--- src/rtl/backoff_engine.sv ---
// backoff_engine: independent per-channel exponential backoff timers.
// Each channel owns a 4-state FSM, a countdown and an exponent. The wait
// length is BASE_CYC << exp. A timed-out wait bumps the exponent up to
// MAX_EXP. An interrupted wait leaves the exponent alone. success_i clears
// the exponent at any time.
module backoff_engine #(
    parameter int NUM_CH   = 4,
    parameter int BASE_CYC = 4,
    parameter int MAX_EXP  = 10,
    parameter int CNT_W    = 16,
    parameter int EXP_W    = $clog2(MAX_EXP + 1)
) (
    input  logic                    clk_i,
    input  logic                    rst_i,
    input  logic [NUM_CH-1:0]       valid_i,
    input  logic [NUM_CH-1:0]       interrupt_i,
    input  logic [NUM_CH-1:0]       success_i,
    output logic [NUM_CH-1:0]       ack_o,
    output logic [NUM_CH-1:0]       busy_o,
    output logic [NUM_CH*EXP_W-1:0] exp_o
);

    typedef enum logic [1:0] {
        ST_IDLE     = 2'd0,
        ST_COUNT    = 2'd1,
        ST_ACK      = 2'd2,
        ST_WAIT_LOW = 2'd3
    } state_t;

    localparam logic [CNT_W-1:0]  BASE_V   = CNT_W'(BASE_CYC);
    localparam logic [EXP_W-1:0]  EXP_MAX  = EXP_W'(MAX_EXP);
    localparam longint unsigned   MAX_WAIT = longint'(BASE_CYC) << MAX_EXP;
    localparam longint unsigned   CNT_MAX  = (64'd1 << CNT_W) - 64'd1;

    // The longest wait must be representable in the countdown register.
    if (MAX_WAIT > CNT_MAX) begin : g_cnt_w_check
        $error("backoff_engine: BASE_CYC << MAX_EXP does not fit in CNT_W bits");
    end

    for (genvar g = 0; g < NUM_CH; g++) begin : g_ch
        state_t           r_state;
        state_t           w_state_nxt;
        logic [CNT_W-1:0] r_cnt;
        logic [CNT_W-1:0] w_cnt_nxt;
        logic             r_tmo;
        logic             w_tmo_nxt;
        logic [EXP_W-1:0] r_exp;
        logic [EXP_W-1:0] w_exp_nxt;
        logic             r_ack;
        logic             r_busy;
        logic [CNT_W-1:0] w_load;

        // Reload value for a fresh wait. The load edge already counts as the
        // first cycle of the wait.
        assign w_load = (BASE_V << r_exp) - CNT_W'(1);

        // Next-state and countdown logic for one channel.
        always_comb begin
            w_state_nxt = r_state;
            w_cnt_nxt   = r_cnt;
            w_tmo_nxt   = r_tmo;
            case (r_state)
                ST_IDLE: begin
                    if (valid_i[g]) begin
                        if (interrupt_i[g]) begin
                            w_state_nxt = ST_ACK;
                            w_tmo_nxt   = 1'b0;
                        end else if (w_load == '0) begin
                            // Single-cycle wait: the load edge is the whole wait.
                            w_state_nxt = ST_ACK;
                            w_tmo_nxt   = 1'b1;
                            w_cnt_nxt   = '0;
                        end else begin
                            w_state_nxt = ST_COUNT;
                            w_cnt_nxt   = w_load;
                        end
                    end else begin
                        w_state_nxt = ST_IDLE;
                    end
                end
                ST_COUNT: begin
                    if (!valid_i[g]) begin
                        // Requester withdrew: silent abort, no ack.
                        w_state_nxt = ST_IDLE;
                        w_cnt_nxt   = '0;
                    end else if (interrupt_i[g]) begin
                        w_state_nxt = ST_ACK;
                        w_tmo_nxt   = 1'b0;
                    end else if (r_cnt <= CNT_W'(1)) begin
                        // The final decrement would reach zero: timeout.
                        w_state_nxt = ST_ACK;
                        w_tmo_nxt   = 1'b1;
                        w_cnt_nxt   = '0;
                    end else begin
                        w_cnt_nxt   = r_cnt - CNT_W'(1);
                    end
                end
                ST_ACK: begin
                    if (valid_i[g]) begin
                        w_state_nxt = ST_WAIT_LOW;
                    end else begin
                        w_state_nxt = ST_IDLE;
                    end
                end
                ST_WAIT_LOW: begin
                    if (!valid_i[g]) begin
                        w_state_nxt = ST_IDLE;
                    end else begin
                        w_state_nxt = ST_WAIT_LOW;
                    end
                end
                default: begin
                    w_state_nxt = ST_IDLE;
                    w_cnt_nxt   = '0;
                    w_tmo_nxt   = 1'b0;
                end
            endcase
        end

        // Exponent update: success wins over the timeout increment.
        always_comb begin
            w_exp_nxt = r_exp;
            if (success_i[g]) begin
                w_exp_nxt = '0;
            end else if ((r_state == ST_ACK) && r_tmo && (r_exp != EXP_MAX)) begin
                w_exp_nxt = r_exp + EXP_W'(1);
            end else begin
                w_exp_nxt = r_exp;
            end
        end

        // Channel state, counters and registered outputs.
        always_ff @(posedge clk_i or posedge rst_i) begin
            if (rst_i) begin
                r_state <= ST_IDLE;
                r_cnt   <= '0;
                r_tmo   <= 1'b0;
                r_exp   <= '0;
                r_ack   <= 1'b0;
                r_busy  <= 1'b0;
            end else begin
                r_state <= w_state_nxt;
                r_cnt   <= w_cnt_nxt;
                r_tmo   <= w_tmo_nxt;
                r_exp   <= w_exp_nxt;
                r_ack   <= (w_state_nxt == ST_ACK);
                r_busy  <= (w_state_nxt == ST_COUNT) || (w_state_nxt == ST_ACK);
            end
        end

        assign ack_o[g]                 = r_ack;
        assign busy_o[g]                = r_busy;
        assign exp_o[g*EXP_W +: EXP_W]  = r_exp;
    end

endmodule
--- config.mk ---
export PLATFORM = sky130hd
export DESIGN_NAME = backoff_engine
export DESIGN_NICKNAME = d
export VERILOG_FILES = /design/src/rtl/backoff_engine.sv
export SDC_FILE = /design/constraint.sdc
export NUM_CORES = 1
export LEC_CHECK = 0
export ABC_AREA = 1
export CAP_MARGIN = 20
export CORE_ASPECT_RATIO = 2
export CORE_MARGIN = 3
export CORE_UTILIZATION = 52
export DETAILED_ROUTE_END_ITERATION = 10
export PLACE_DENSITY = 0.66
export REMOVE_ABC_BUFFERS = 1
export SKIP_LAST_GASP = 1
export SLEW_MARGIN = 10
export SYNTH_ARGS = -nofsm -noshare
export SYNTH_HDL_FRONTEND = slang
export SYNTH_SLANG_ARGS = --single-unit
--- constraint.sdc ---
create_clock -name clk_i -period 5.4 [get_ports clk_i]
set_input_delay 1.08 -clock clk_i [delete_from_list [all_inputs] [get_ports clk_i]]
set_output_delay 1.08 -clock clk_i [all_outputs]
set_load 0.01 [all_outputs]
## Word level (Yosys, flattened, before mapping)

Index checks and enable logic that the tools add are counted.

- Add/subtract/negate cells: 12
- $mul: 0
- Div/mod/pow operators: 0
- $lt $le $gt $ge: 4
- Eq/ne operators: 48
- Shift-type cells: 4
- Mux-type cells: 96
- Bitwise gates (word level): 0
- Reductions and logical operators: 40

Operators with widths:

| kind | number |
|---|---|
| 16-bit two-way mux | 24 |
| 16-bit case mux with 2 select lines | 4 |
| 16-bit by 1-bit subtractor with 16-bit output (second input constant) | 8 |
| 16-bit by 1-bit <= comparator with 1-bit output (second input constant) | 4 |
| 16-bit logical NOT | 4 |
| 3-bit by 4-bit left shift with 16-bit output (first input constant) | 4 |
| 2-bit two-way mux | 28 |
| 3-bit inequality test (second input constant) | 12 |
| 4-bit two-way mux | 8 |
| 2-bit == test (second input constant) | 12 |
| 1-bit two-way mux | 24 |
| 2-bit inequality test (second input constant) | 12 |
| 2-bit case mux with 3 select lines | 4 |
| 5-bit AND reduction | 4 |
| 4-bit by 1-bit adder with 4-bit output (second input constant) | 4 |
| 2-bit by 1-bit == test with 1-bit output (second input constant) | 8 |
| 4-bit inequality test (second input constant) | 4 |
| 4-bit AND reduction | 4 |
| 2-bit nonzero test | 8 |
| 1-bit logical AND | 8 |
| 2-bit logical NOT | 4 |
| 1-bit case mux with 2 select lines | 4 |
| 2-bit OR reduction | 4 |
| 1-bit logical OR | 4 |

- Flip-flop bits (word level): 100
- Bits in latches: 0
- RAM bits: 0
- Memory bits (read-only): 0
- Input port bits: 14
- Output and inout bits: 24
- Word-level logic and storage cells: 228
- Memories: 0

## Longest topological paths before layout

Gate-level depths: netlist (run 1).

- Depth in word-level cells: 9
- Depth in mapped cells: 14
- Gate-level depth less buffers: 14

## Least setup slack after synthesis (run 1)

No wires, ideal clock.

- Kind: input-to-reg
- From: in valid_i[3]
- To: reg g_ch[3].r_busy
- Library setup time: 0.113 ns
- Data arrival time: 1.983 ns
- Data required time: 5.287 ns
- Setup slack: 3.304 ns
- Stages on the path: 9
- Buffers on the path: 0
- Cells stage by stage: inv_1 > nor2_4 > nand2_4 > o21ai_1 > inv_1 > nand2_1 > inv_1 > ha_1 > inv_1

- Word-level cells in the longest chain between the ends: 4

Ends and longest elaborated chain:

| item | line | source |
|---|---|---|
| start: declaration | 15 | `input logic [NUM_CH-1:0] valid_i,` |
| 2-bit two-way mux (on tied branches) | - |  |
| 2-bit case mux with 3 select lines * | 62 | `case (r_state)` |
| via g_ch[3].w_state_nxt[0] | 42 | `state_t w_state_nxt;` |
| 2-bit by 1-bit == test with 1-bit output or 2-bit == test (tied branches) | 147 | `r_busy <= (w_state_nxt == ST_COUNT) \|\| (w_state_nxt == ST_ACK);` |
| 1-bit logical OR * | 147 |  |
| end signal: assignment | 147 |  |
| end: declaration | 50 | `logic r_busy;` |

The timed path passes the listed nets; every way through them passes the cells marked *.
A chain may end at the register's enable or synchronous reset.

## Worst setup path in the final report (run 1)

- From: in valid_i[1]
- To: reg g_ch[1].r_cnt[1]

- Word-level cells in the longest chain between the ends: 2

Ends and longest elaborated chain:

| item | line | source |
|---|---|---|
| 3-bit inequality test (no source line), or another cell as far along | - |  |
| 4-bit AND reduction (no source line) or 16-bit case mux with 2 select lines (tied branches) | - |  |
| end signal: assignment | 143 | `r_cnt <= w_cnt_nxt;` |
| end: declaration | 43 | `logic [CNT_W-1:0] r_cnt;` |

Parallel ways exist; a longest one is shown, timed or not.

==> impl_metrics.json, run 1 <==
{
  "grt_pass1_vias": 7622,
  "r2r_cells": 7,
  "ios": 38,
  "fin_tns_setup_ns": 0,
  "netSwitchingFraction": 0.410,
  "htreeDepth": 3,
  "hold_viol": 0,
  "drt-wirelength-per-cell_um": 13.9,
  "drive_above_1_share": 0.0863,
  "switching_power_w": 0.00115,
  "fin_ws_ns": 2.56,
  "synthTopCellsByArea": "dfrtp_1 (30%), nand2_1 (16%), nor2_1 (7.8%), nand3_1 (6.8%), ha_1 (6.1%)",
  "antennaDiodeCount": 0,
  "clockPowerShare": 0.239,
  "fp.dieArea_mm2": 0.0174,
  "p_seq_frac": 0.381,
  "antenna_found_initial": 0,
  "drt_iter0_markers": 263,
  "hold_end": "g_ch[1].r_cnt[1]$_DFFE_PP0P_",
  "hold_depth": 1,
  "cts_resized": 0,
  "yosys_warnings": 0,
  "pre_cts_ws_ns": 2.19,
  "r2r-start": "g_ch[1].r_state[1]$_DFF_PP0_",
  "arrival_ns": 3.10,
  "gp_congestion": 0.897,
  "cts_inserted_buffers": 9,
  "timing.rr.end": "g_ch[1].r_cnt[1]$_DFFE_PP0P_",
  "area_delta_synth_final_pct": 8.18,
  "finalCriticalPeriod_ns": 2.84,
  "final_cell_mix": "nand2_1 (352), nor2_1 (170), inv_1 (118)",
  "p_leak_nw": 4.56,
  "final_nets": 1290,
  "synth.top_cell.area_share": 0.305,
  "ctsRootBufferMaster": "clkbuf_16",
  "rrSetupSlack_ns": 2.95,
  "drc_errors": 0,
  "cp.required_ns": 5.66,
  "grt_max_degree": 66,
  "ys_ff_latch": 100,
  "tritoncts": "yes",
  "dp_hpwl_um": 15400,
  "status": "complete, no violations",
  "routed_wl_um": 20000,
  "viasPerCell": 5.35,
  "dr.pass1.iters": 5,
  "ctsHoldBuffers": 0,
  "synth_cell_type_count": 47,
  "synth_top_area_cell": "dfrtp_1",
  "min_from": "g_ch[1].r_cnt[1]$_DFFE_PP0P_",
  "start_util": 0.535,
  "worst_setup_path_end_kind": "flip-flop",
  "slew_headroom": 0.450,
  "grt.overflow.total": 0,
  "min_period_over_period": 0.526,
  "core_mm2": 0.0154,
  "track_usage": 0.243,
  "critPathLaunchType": "primary input",
  "via_count": 7699,
  "final_common_cell": "nand2_1",
  "finalMaxSlewViolations": 0,
  "grt_pass1_wl_um": 34200,
  "crit_type": "primary input to flip-flop",
  "synth_seq_area_share": 0.305,
  "cp_max_fo": 17,
  "syn_inst": 1218,
  "die_x_um": 94.9,
  "hold_class": "flip-flop to flip-flop",
  "fp-row-count": 64,
  "die_y_um": 184,
  "synth_area_mm2": 0.00822,
  "p_int_w": 0.00165,
  "setup_violations": 0,
  "num-fill-cells": 1571,
  "clockBufferDepth": 2,
  "clk_latency_ns": 0.36,
  "ir_drop_v": 0.000171,
  "clk_transition_reported_paths_ns": 0.08,
  "maxCapViolCount": 0,
  "fmax_mhz": 352,
  "avgSynthCellArea_um2": 6.75,
  "power_w": 0.00280,
  "pwr_density_cell_mw_per_mm2": 315,
  "post_cts_buffers": 0,
  "drt.antenna.violating_nets": 0,
  "pwr-share-comb": 0.379,
  "cts.sinks": 100,
  "skew_ns": 0.0113,
  "worst_pin_slew_ns": 0.826,
  "io_buffers": 37,
  "rsz0062_at_grt": "false"
}
-- cells in the mapped netlist (all sizes together) --
library cell,count
nand2,374
nor2,202
inv,134
nand3,118
dfrtp,100
o21ai,66
a21oi,41
ha,40
xor2,32
buf,29
nand4,15
xnor2,12
a22oi,11
nor3,10
a31oi,5
nand3b,4
o22ai,4
or2,4
clkbuf,3
a211o,2
nor3b,2
o21a,2
o22a,2
a21o,1
and2,1
and3,1
o211ai,1
o221ai,1
o31ai,1
-- per-layer routing --
metal | up-vias | part of all wire | global-route usage
li1 | 3924 | - | -
met2 | 140 | 0.57 | 0.486
met3 | 46 | 0.022 | 0.0229
met4 | 0 | 0.031 | 0.102
met1 | 3589 | 0.37 | 0.245
met5 | - | 0 | 0
-- layout make-up --
| type | count | area [µm²] | area share |
|---|---|---|---|
| clock buffer | 11 | 243 | 0.0273 |
| clock inverter | 4 | 48.8 | 0.00549 |
| inverter | 134 | 515 | 0.0580 |
| multi-input combinational | 952 | 4950 | 0.557 |
| sequential | 100 | 2500 | 0.281 |
| tap | 198 | 248 | 0.0279 |
| timing repair buffer | 39 | 385 | 0.0433 |
-- how the worst max path moves through the flow --
| stage | to | startpoint |
|---|---|---|
| after floorplan | g_ch[0].r_ack$_DFF_PP0_ | rst_i |
| after global placement | g_ch[1].r_cnt[1]$_DFFE_PP0P_ | valid_i[1] |
| after detailed placement | g_ch[1].r_cnt[1]$_DFFE_PP0P_ | valid_i[1] |
| after CTS | g_ch[1].r_cnt[1]$_DFFE_PP0P_ | valid_i[1] |
| after global routing | g_ch[1].r_cnt[1]$_DFFE_PP0P_ | valid_i[1] |
| final | g_ch[1].r_cnt[1]$_DFFE_PP0P_ | valid_i[1] |
-- power by group through the flow --
stage / sequential, W / clock, W / combinational, W
floorplan: 0.00104 / 0 / 0.000802
global placement: 0.00108 / 0 / 0.00105
detailed placement: 0.00108 / 0 / 0.00106
CTS: 0.00106 / 0.000684 / 0.00107
global route: 0.00109 / 0.000712 / 0.00122
finish: 0.00107 / 0.000670 / 0.00106
-- cells by family after synthesis --
| logic type | after synthesis | synth area share |
|---|---|---|
| xor gates and xnor gates | 44 | 0.0469 |
| AOI/OAI and AO/OA | 137 | 0.0993 |
| adders and majority gates | 40 | 0.0609 |
| DFF | 100 | 0.305 |
| buffers and inverters | 166 | 0.0935 |
| and+or+nand+nor | 731 | 0.395 |
-- stage by stage --
step	hold slack (ns)	cells	cell area, µm²	util
floorplan	0.442	1186	7960	-
global placement	0.480	1423	8600	0.559
detailed placement	0.484	1423	8600	0.559
CTS	0.502	1438	8890	0.578
global route	0.528	1438	8890	0.578
finish	0.495	1438	8890	0.578
-- sequential cells by signal, summed over array words and instances (netlist names) --
signal	flops
g_ch.r_exp	16
g_ch.r_cnt	64
g_ch.r_ack	4
g_ch.r_tmo	4
g_ch.r_busy	4
g_ch.r_state	8
-- critical path: stages --
cell and delay (ns):
clkdlybuf4s50_1 0.57, o21ai_2 0.68, inv_2 0.32, nor2_1 0.22, o21ai_0 0.11, o21a_1 0.11
No activity file was read; power rests on OpenSTA's default activity.
==> run 2, diff against run 1 <==
==> constraint.sdc (replaced) <==
create_clock -name clk_i -period 2.7 [get_ports clk_i]
set_input_delay 0.54 -clock clk_i [delete_from_list [all_inputs] [get_ports clk_i]]
set_output_delay 0.54 -clock clk_i [all_outputs]
set_load 0.01 [all_outputs]
==> impl_metrics.json, run 2 (synthesis results as in run 1) <==
{
  "biggestRegsByFlops": "g_ch.r_cnt: 64 flops, g_ch.r_exp: 16 flops, g_ch.r_state: 8 flops",
  "rsz0062_at_grt": "false",
  "worst_pin_slew_ns": 0.565,
  "htreeDepth": 3,
  "cp.required_ns": 2.92,
  "gp_congestion": 0.930,
  "grt_pass1_wl_um": 34400,
  "timing.rr.end": "g_ch[3].r_cnt[8]$_DFFE_PP0P_",
  "ir_drop_v": 0.000320,
  "dr.pass1.iters": 5,
  "fin_util": 0.581,
  "hold_depth": 2,
  "fp-row-count": 64,
  "cts_resized": 0,
  "track_usage": 0.245,
  "crit_path_top_delay_cell": "clkdlybuf4s50_1",
  "routed_wl_um": 20000,
  "ios": 38,
  "grt_pass1_vias": 7509,
  "drc_errors": 0,
  "min_period_over_period": 0.848,
  "rrSetupSlack_ns": 0.59,
  "post_cts_buffers": 0,
  "ctsRootBufferMaster": "clkbuf_16",
  "die_x_um": 94.9,
  "fmax_mhz": 437,
  "crit_type": "primary input to flip-flop",
  "fin_hold_ws_ns": 0.484,
  "critPathLaunchType": "primary input",
  "final_common_cell": "nand2_1",
  "antenna_found_initial": 0,
  "hold_class": "flip-flop to flip-flop",
  "largest_register_ffs": 64,
  "grt.overflow.total": 0,
  "status": "complete, no violations",
  "final_nets": 1293,
  "hold_viol": 0,
  "hold_end": "g_ch[2].r_tmo$_DFFE_PP0P_",
  "worstPathCellList": "clkdlybuf4s50_1 > nand2_1 > inv_1 > nor3_4 > inv_1 > a21oi_1 > a21oi_1",
  "clk_transition_reported_paths_ns": 0.07,
  "maxCapViolCount": 0,
  "grt_max_degree": 63,
  "r2r_cells": 10,
  "clockBufferDepth": 2,
  "r2r-start": "g_ch[3].r_exp[0]$_DFFE_PP0P_",
  "arrival_ns": 2.51,
  "cts.sinks": 100,
  "p_leak_nw": 4.58,
  "drt.antenna.violating_nets": 0,
  "tritoncts": "yes",
  "drt-wirelength-per-cell_um": 13.9,
  "dp_hpwl_um": 15600,
  "io_buffers": 37,
  "final_cell_mix": "nand2_1 (352), nor2_1 (170), inv_1 (118)",
  "viasPerCell": 5.27,
  "max_stage_delay_ns": 0.53,
  "via_count": 7601,
  "skew_ns": 0.00821,
  "area_delta_synth_final_pct": 8.74,
  "die_y_um": 184,
  "finalCriticalPeriod_ns": 2.29,
  "finalMaxSlewViolations": 0,
  "top_register": "g_ch.r_cnt",
  "fp.dieArea_mm2": 0.0174,
  "clk_latency_ns": 0.35,
  "start_util": 0.535,
  "pre_cts_ws_ns": 0.0389,
  "setup_violations": 0,
  "pwr_density_cell_mw_per_mm2": 630,
  "drt_iter0_markers": 244,
  "antennaDiodeCount": 0,
  "cp_max_fo": 16,
  "min_from": "g_ch[2].r_tmo$_DFFE_PP0P_",
  "num-fill-cells": 1544,
  "slew_headroom": 0.622,
  "core_mm2": 0.0154,
  "cts_inserted_buffers": 9,
  "worst_setup_path_end_kind": "flip-flop",
  "fin_ws_ns": 0.410,
  "drive_above_1_share": 0.0885,
  "ctsHoldBuffers": 0
}
-- run 2: changes by cell type in the layout (fill, tap and decap cells not counted) --
cell and change:
clkbuf_8 +1, clkinv_4 +1, buf_12 +1, inv_6 -1, clkinv_2 -2, clkinvlp_4 +1, buf_4 +2
-- run 2: worst max-delay path, delay by kind of cell --
family	cells	cell delay (ns)
AND/OR/NAND/NOR	2	0.61
AO/OA/AOI/OAI	2	0.31
buffers and inverters	3	1.05
-- run 2: where the power goes --
group          switching (W)  internal (W)  total, W  leakage [nW]
combinational        0.00135      0.000776   0.00213          3.17
clock               0.000577      0.000767   0.00134         0.145
sequential          0.000362       0.00179   0.00216          1.27
total                0.00229       0.00334   0.00563          4.58
-- run 2: worst max-delay path by stage --
stage                           from                      endpoint  slack (ns)  cells after the start
after global routing      valid_i[3]  g_ch[3].r_cnt[9]$_DFFE_PP0P_        0.22                      7
after CTS                 valid_i[3]  g_ch[3].r_cnt[4]$_DFFE_PP0P_        0.39                      7
after floorplan                rst_i       g_ch[0].r_ack$_DFF_PP0_       -0.46                      1
after global placement    valid_i[3]  g_ch[3].r_cnt[4]$_DFFE_PP0P_        0.09                      7
final                     valid_i[3]  g_ch[3].r_cnt[4]$_DFFE_PP0P_        0.41                      7
after detailed placement  valid_i[3]  g_ch[3].r_cnt[4]$_DFFE_PP0P_        0.04                      7
-- run 2: cell type report --
type / instances / area (µm²) / share of cell area
multi-input combinational: 952 / 4950 / 0.554
sequential: 100 / 2500 / 0.280
inverter: 134 / 515 / 0.0577
timing repair buffer: 42 / 420 / 0.0470
clock buffer: 12 / 256 / 0.0287
tap: 198 / 248 / 0.0277
clock inverter: 3 / 46.3 / 0.00518
-- run 2: metal layers --
layer | routed length [µm] | vias to the layer above | track usage
met1 | 7410 | 3483 | 0.253
met5 | 0 | - | 0
li1 | - | 3923 | -
met2 | 11400 | 148 | 0.480
met4 | 682 | 0 | 0.110
met3 | 512 | 47 | 0.0229
-- run 2: stage by stage --
stage	cell area [µm²]	setup TNS, ns	instances	total power [W]
after global placement	8630	0	1426	0.00428
after CTS	8940	0	1441	0.00568
after global routing	8940	0	1441	0.00608
after floorplan	7960	-45.88	1186	0.00369
after detailed placement	8630	0	1426	0.00430
final	8940	0	1441	0.00563
